File: src/rtl/pe_writeback.sv
// pe_writeback: packs PE result bytes into 32-bit words, one word per
// output line, queues them in a small FIFO and writes them to the output
// memory with a req/ack handshake.
// Optional build macro: PE_WB_SAT_EN (saturate lane bytes at 255 instead
// of truncating res_data to its low byte).
module pe_writeback #(
  parameter int unsigned NUM_LINES  = 42,
  parameter int unsigned FIFO_DEPTH = 4,
  parameter logic [7:0]  BASE_ADR   = 8'd0
) (
  input  logic        clk,
  input  logic        rst_n,
  input  logic        start,
  input  logic        res_valid,
  input  logic [15:0] res_data,
  input  logic        line_end,
  output logic        mem_req,
  output logic [7:0]  mem_adr,
  output logic [31:0] mem_wdata,
  input  logic        mem_ack,
  output logic        full,
  output logic        ovf,
  output logic        done
);

  localparam int unsigned PW = (FIFO_DEPTH > 1) ? $clog2(FIFO_DEPTH) : 1;
  localparam int unsigned CW = PW + 1;
  localparam logic [7:0]    LAST_LINE = 8'(NUM_LINES);
  localparam logic [CW-1:0] DEPTH_C   = CW'(FIFO_DEPTH);

  typedef enum logic [1:0] {
    W_IDLE,
    W_REQ,
    W_DONE
  } state_e;

  state_e state_q, state_d;

  // Packer state
  logic [3:0][7:0] lanes_q, lanes_d, lanes_pk;
  logic [2:0]      cnt_q, cnt_d;
  logic [7:0]      lane_byte;
  logic            lane_drop;

  // FIFO state
  logic [31:0]     fifo_q [FIFO_DEPTH];
  logic [PW-1:0]   wr_ptr_q, rd_ptr_q;
  logic [CW-1:0]   count_q, count_d;
  logic [31:0]     push_word;
  logic            push_req, push, pop, word_drop, full_w;

  // Run bookkeeping
  logic [7:0]      wr_cnt_q, wr_cnt_d, wr_cnt_inc;
  logic            ovf_q, ovf_d;
  logic            run_q, run_d;

`ifdef PE_WB_SAT_EN
  assign lane_byte = (res_data > 16'd255) ? 8'hFF : res_data[7:0];
`else
  logic unused_res_hi;
  assign unused_res_hi = ^res_data[15:8];
  assign lane_byte     = res_data[7:0];
`endif

  assign full_w     = (count_q == DEPTH_C);
  assign pop        = (state_q == W_REQ) && mem_ack && !start;
  assign push_req   = line_end && !start;
  assign push       = push_req && (!full_w || pop);
  assign word_drop  = push_req && full_w && !pop;
  assign wr_cnt_inc = wr_cnt_q + 8'd1;

  // Packer: place the byte first, then snapshot for a same-cycle line_end,
  // then clear; start discards everything.
  always_comb begin
    lanes_d   = lanes_q;
    cnt_d     = cnt_q;
    lane_drop = 1'b0;
    if (res_valid) begin
      if (cnt_q < 3'd4) begin
        lanes_d[cnt_q[1:0]] = lane_byte;
        cnt_d               = cnt_q + 3'd1;
      end else begin
        lane_drop = 1'b1;
      end
    end
    lanes_pk  = lanes_d;
    push_word = {lanes_pk[3], lanes_pk[2], lanes_pk[1], lanes_pk[0]};
    if (line_end) begin
      lanes_d = '0;
      cnt_d   = '0;
    end
    if (start) begin
      lanes_d   = '0;
      cnt_d     = '0;
      lane_drop = 1'b0;
    end
  end

  // Bookkeeping next-state: FIFO occupancy, write counter, sticky error, run flag
  always_comb begin
    count_d  = count_q + CW'(push) - CW'(pop);
    wr_cnt_d = pop ? wr_cnt_inc : wr_cnt_q;
    ovf_d    = ovf_q | lane_drop | word_drop;
    run_d    = run_q;
    if (state_d == W_DONE) begin
      run_d = 1'b0;
    end
    if (start) begin
      count_d  = '0;
      wr_cnt_d = '0;
      ovf_d    = 1'b0;
      run_d    = 1'b1;
    end
  end

  // Packer, FIFO pointers and run bookkeeping registers
  always_ff @(posedge clk or negedge rst_n) begin
    if (!rst_n) begin
      lanes_q  <= '0;
      cnt_q    <= '0;
      wr_ptr_q <= '0;
      rd_ptr_q <= '0;
      count_q  <= '0;
      wr_cnt_q <= '0;
      ovf_q    <= 1'b0;
      run_q    <= 1'b0;
    end else begin
      lanes_q  <= lanes_d;
      cnt_q    <= cnt_d;
      count_q  <= count_d;
      wr_cnt_q <= wr_cnt_d;
      ovf_q    <= ovf_d;
      run_q    <= run_d;
      if (start) begin
        wr_ptr_q <= '0;
        rd_ptr_q <= '0;
      end else begin
        if (push) wr_ptr_q <= wr_ptr_q + PW'(1);
        if (pop)  rd_ptr_q <= rd_ptr_q + PW'(1);
      end
    end
  end

  // FIFO storage; contents are only observed while non-empty, so no reset
  always_ff @(posedge clk) begin
    if (push) begin
      fifo_q[wr_ptr_q] <= push_word;
    end
  end

  // Writer state register
  always_ff @(posedge clk or negedge rst_n) begin
    if (!rst_n) begin
      state_q <= W_IDLE;
    end else begin
      state_q <= state_d;
    end
  end

  // Writer next-state and registered-state output decode
  always_comb begin
    state_d   = state_q;
    mem_req   = 1'b0;
    mem_wdata = '0;
    mem_adr   = BASE_ADR + wr_cnt_q;
    full      = full_w;
    ovf       = ovf_q;
    done      = 1'b0;
    case (state_q)
      W_IDLE: begin
        if (run_q && (count_q != '0)) begin
          state_d = W_REQ;
        end
      end
      W_REQ: begin
        mem_req   = 1'b1;
        mem_wdata = fifo_q[rd_ptr_q];
        if (mem_ack) begin
          if (wr_cnt_inc == LAST_LINE) begin
            state_d = W_DONE;
          end else if ((count_q > CW'(1)) || push) begin
            state_d = W_REQ;
          end else begin
            state_d = W_IDLE;
          end
        end
      end
      W_DONE: begin
        done    = 1'b1;
        state_d = W_IDLE;
      end
      default: state_d = W_IDLE;
    endcase
    if (start) begin
      state_d = W_IDLE;
    end
  end

endmodule

File: config.mk
export PLATFORM = sky130hd
export DESIGN_NAME = pe_writeback
export DESIGN_NICKNAME = d
export VERILOG_FILES = /design/src/rtl/pe_writeback.sv
export SDC_FILE = /design/constraint.sdc
export NUM_CORES = 1
export LEC_CHECK = 0
export CAP_MARGIN = 5
export CORE_MARGIN = 2
export CORE_UTILIZATION = 62
export CTS_CLUSTER_DIAMETER = 30
export CTS_CLUSTER_SIZE = 8
export DETAILED_ROUTE_END_ITERATION = 6
export PLACE_DENSITY = 0.83
export SETUP_SLACK_MARGIN = 0.5
export SLEW_MARGIN = 20
export SYNTH_ARGS = -nofsm -noshare
export SYNTH_HDL_FRONTEND = slang
export SYNTH_SLANG_ARGS = --single-unit
File: constraint.sdc
create_clock -name clk -period 3.35 [get_ports clk]
set_input_delay 0.8375 -clock clk [delete_from_list [all_inputs] [get_ports clk]]
set_output_delay 0.8375 -clock clk [all_outputs]
set_load 0.005 [all_outputs]
==> results of run 1 <==
==> worst paths after layout <==
check                                  from            to  cells after the start
worst max-delay path            rd_ptr_q[0]  mem_wdata[1]                      6
worst min-delay path                  rst_n   wr_cnt_q[2]                      1
worst max register to register   count_q[1]    count_q[1]                      8
worst min register to register          ovf           ovf                      2
max in group asynchronous             rst_n   lanes_q[16]                      2
min in group clk                        ovf           ovf                      2
==> power by group <==
part,switching [mW],internal (mW),total (mW)
Sequential,0.0680,2.55,2.62
Combinational,0.546,0.736,1.28
Clock,0.779,1.10,1.88
Total,1.39,4.40,5.79
==> routing by layer <==
metal  track usage  vias up  routed length [µm]
met5             0        -                   0
li1              -     1827                   -
met3        0.0619       28                 826
met2         0.415      144                7850
met1         0.318     2118                6100
met4         0.107        0                 331
==> synth_stat cells (2+ instances only) <==
library cell / n
nand2_2: 5
nand3_1: 3
and2_1: 36
o21ai_0: 2
buf_2: 7
nor3_1: 2
dfrtp_1: 54
clkbuf_1: 8
edfxtp_1: 128
ha_1: 12
mux4_2: 32
a21oi_1: 3
nor2b_1: 36
a31oi_1: 3
xor2_1: 5
buf_6: 4
mux2_2: 34
or2_2: 2
nand2_1: 6
nand4_1: 3
nor2_1: 24
inv_1: 10
xnor2_1: 7
==> logic make-up (layout without fill, tap and decap cells) <==
family,Yosys count,after routing
xor gates and xnor gates,12,12
adders and majority gates,13,13
and+or+nand+nor,125,125
muxes,67,67
buffers and inverters,32,132
AOI/OAI and AO/OA,16,16
DFF,182,182
==> cell type report <==
type	count	share of cell area
inverters	10	0.00405
repair buffers	90	0.107
well taps	147	0.0199
clock buffers	21	0.0486
flip-flops and latches	182	0.561
clock inverters	11	0.0116
multi-input cells	233	0.247
==> timing repair <==
item	CTS	global route
cloned	3	0
setup endpoints to repair	33	32
buffers inserted	19	0
resized for setup	138	35
==> flip-flops by register name, summed over array words and instances (netlist names) <==
name and cells:
cnt_q 3, count_q 3, fifo_q 128, lanes_q 32
ovf 1, rd_ptr_q 2, run_q 1, state_q 2
wr_cnt_q 8, wr_ptr_q 2
==> per-stage QoR <==
step           setup WS [ns]  power [mW]  instances  instance area (µm²)
2_1_floorplan          0.731        3.25        447                 7600
3_3_place_gp           0.420        3.67        640                 8380
3_5_place_dp           0.404        3.70        640                 8380
4_1_cts                0.484        5.75        694                 9200
5_1_grt                0.429        6.01        694                 9260
6_report               0.497        5.79        694                 9260
==> metrics.yaml, run 1 <==
synthFlopType: "edfxtp_1"
clock-sinks: 182
synth_compound_area_frac: 0.0155
finalCritPeriodShare: 0.852
synthMuxAreaShare: 0.147
crit_chain: "buf_12, buf_16, buf_8, mux4_2, and2_4, buf_6"
cts_tree: "yes"
crit_type: "flip-flop to output port"
hold_viol: 0
dieWidth_um: 115
synth_edf_count: 128
fp.dieH_um: 115
path_max_fanout: 8
multi_input_area_um2: 2290
synth_area_per_cell_um2: 17.0
grt_antenna_before_repair: 0
layout_commonest_cell: "edfxtp_1"
synth_top_area_share: 0.506
rrSetupSlack_ns: 1.22
p_leak_nw: 3.51
path_delay_family: "buffers and inverters"
grt.total_usage: 0.250
min_period_ns: 2.85
seq_area_um2: 5200
maxSlewHeadroom: 0.563
antenna_left: 0
slew_violations: 0
setup_viol: 0
path_clk_slew_ns: 0.06
layout-drive-gt1-share: 0.356
start_util: 0.635
clock_skew_ns: 0.00499
worst_pin_slew_ns: 0.654
critical-path-max-stage-delay_ns: 0.48
synthCells: 447
grt_pass1_wl_um: 23600
coreArea_um2: 12000
drtIter0Drc: 346
syn_area_um2: 7600
grt_pass1_vias: 4295
nFillCells: 644
cp.required_ns: 2.51
rsz0062_at_grt: "true"
hold-worst-slack_ns: 0.404
min_path_type: "input port to asynchronous set/reset pin"
yosys.area.top_type: "edfxtp_1"
routed_wl_um: 15100
final_util: 0.774
htree_levels: 4
clock_path_buffers: 2
ys_ff_latch: 182
post_drt_wl_per_cell_um: 21.8
yosys-top-cells-area: "edfxtp_1 51%, dfrtp_1 18%, mux4_2 9.5%"
remaining_drc_errors: 0
async_flop_share: 0.297
first_pass_iters: 4
drv_cap: 0
grt_overflow: 0
synthAdderAreaFrac: 0.0224
port_buffers: 57
cts_buffers: 17
synthSimpleGateAreaFrac: 0.0962
vias_per_cell: 5.93
synth_xor_area_frac: 0.0138
insertedDiodeCount: 0
critPathSlowestCell: "mux4_2"
peakVddDrop_mv: 0.396
fin_tns_setup_ns: 0
routabilityCongestion: 0.828
io_pins: 66
layout.nets: 569
grt_max_degree: 45
powerDensity_nw_per_um2: 625
placementRows: 40
vias: 4117
clock_latency_ns: 0.43
yosysSeqAreaShare: 0.684
dpl.hpwl_um: 8110
ys_warn_count: 0
syn_to_final_growth_pct: 21.9
cp.arrival_ns: 2.02
run_status: "finished, final reports clean"
fmax_mhz: 350
final_cell_mix: "128 x edfxtp_1, 53 x dfrtp_1, 35 x nor2b_1"
mappedNetlistNets: 482
synth_top_family_by_area: "multiplexers"
cts-root-buf: "clkbuf_16"
dieArea_um2: 13200
ys_types: 44
worst-path-buf-inv: 4
startpoint_type: "flip-flop"
end_kind: "output port"
ctsHoldBuffers: 0
No activity file was read; power rests on OpenSTA's default activity.
==> run 2: changes to the inputs <==
SKIP_LAST_GASP = 1   (was default)
==> results of run 2 <==
Same layout as run 1: the final DEF is identical, and so are final timing and power.
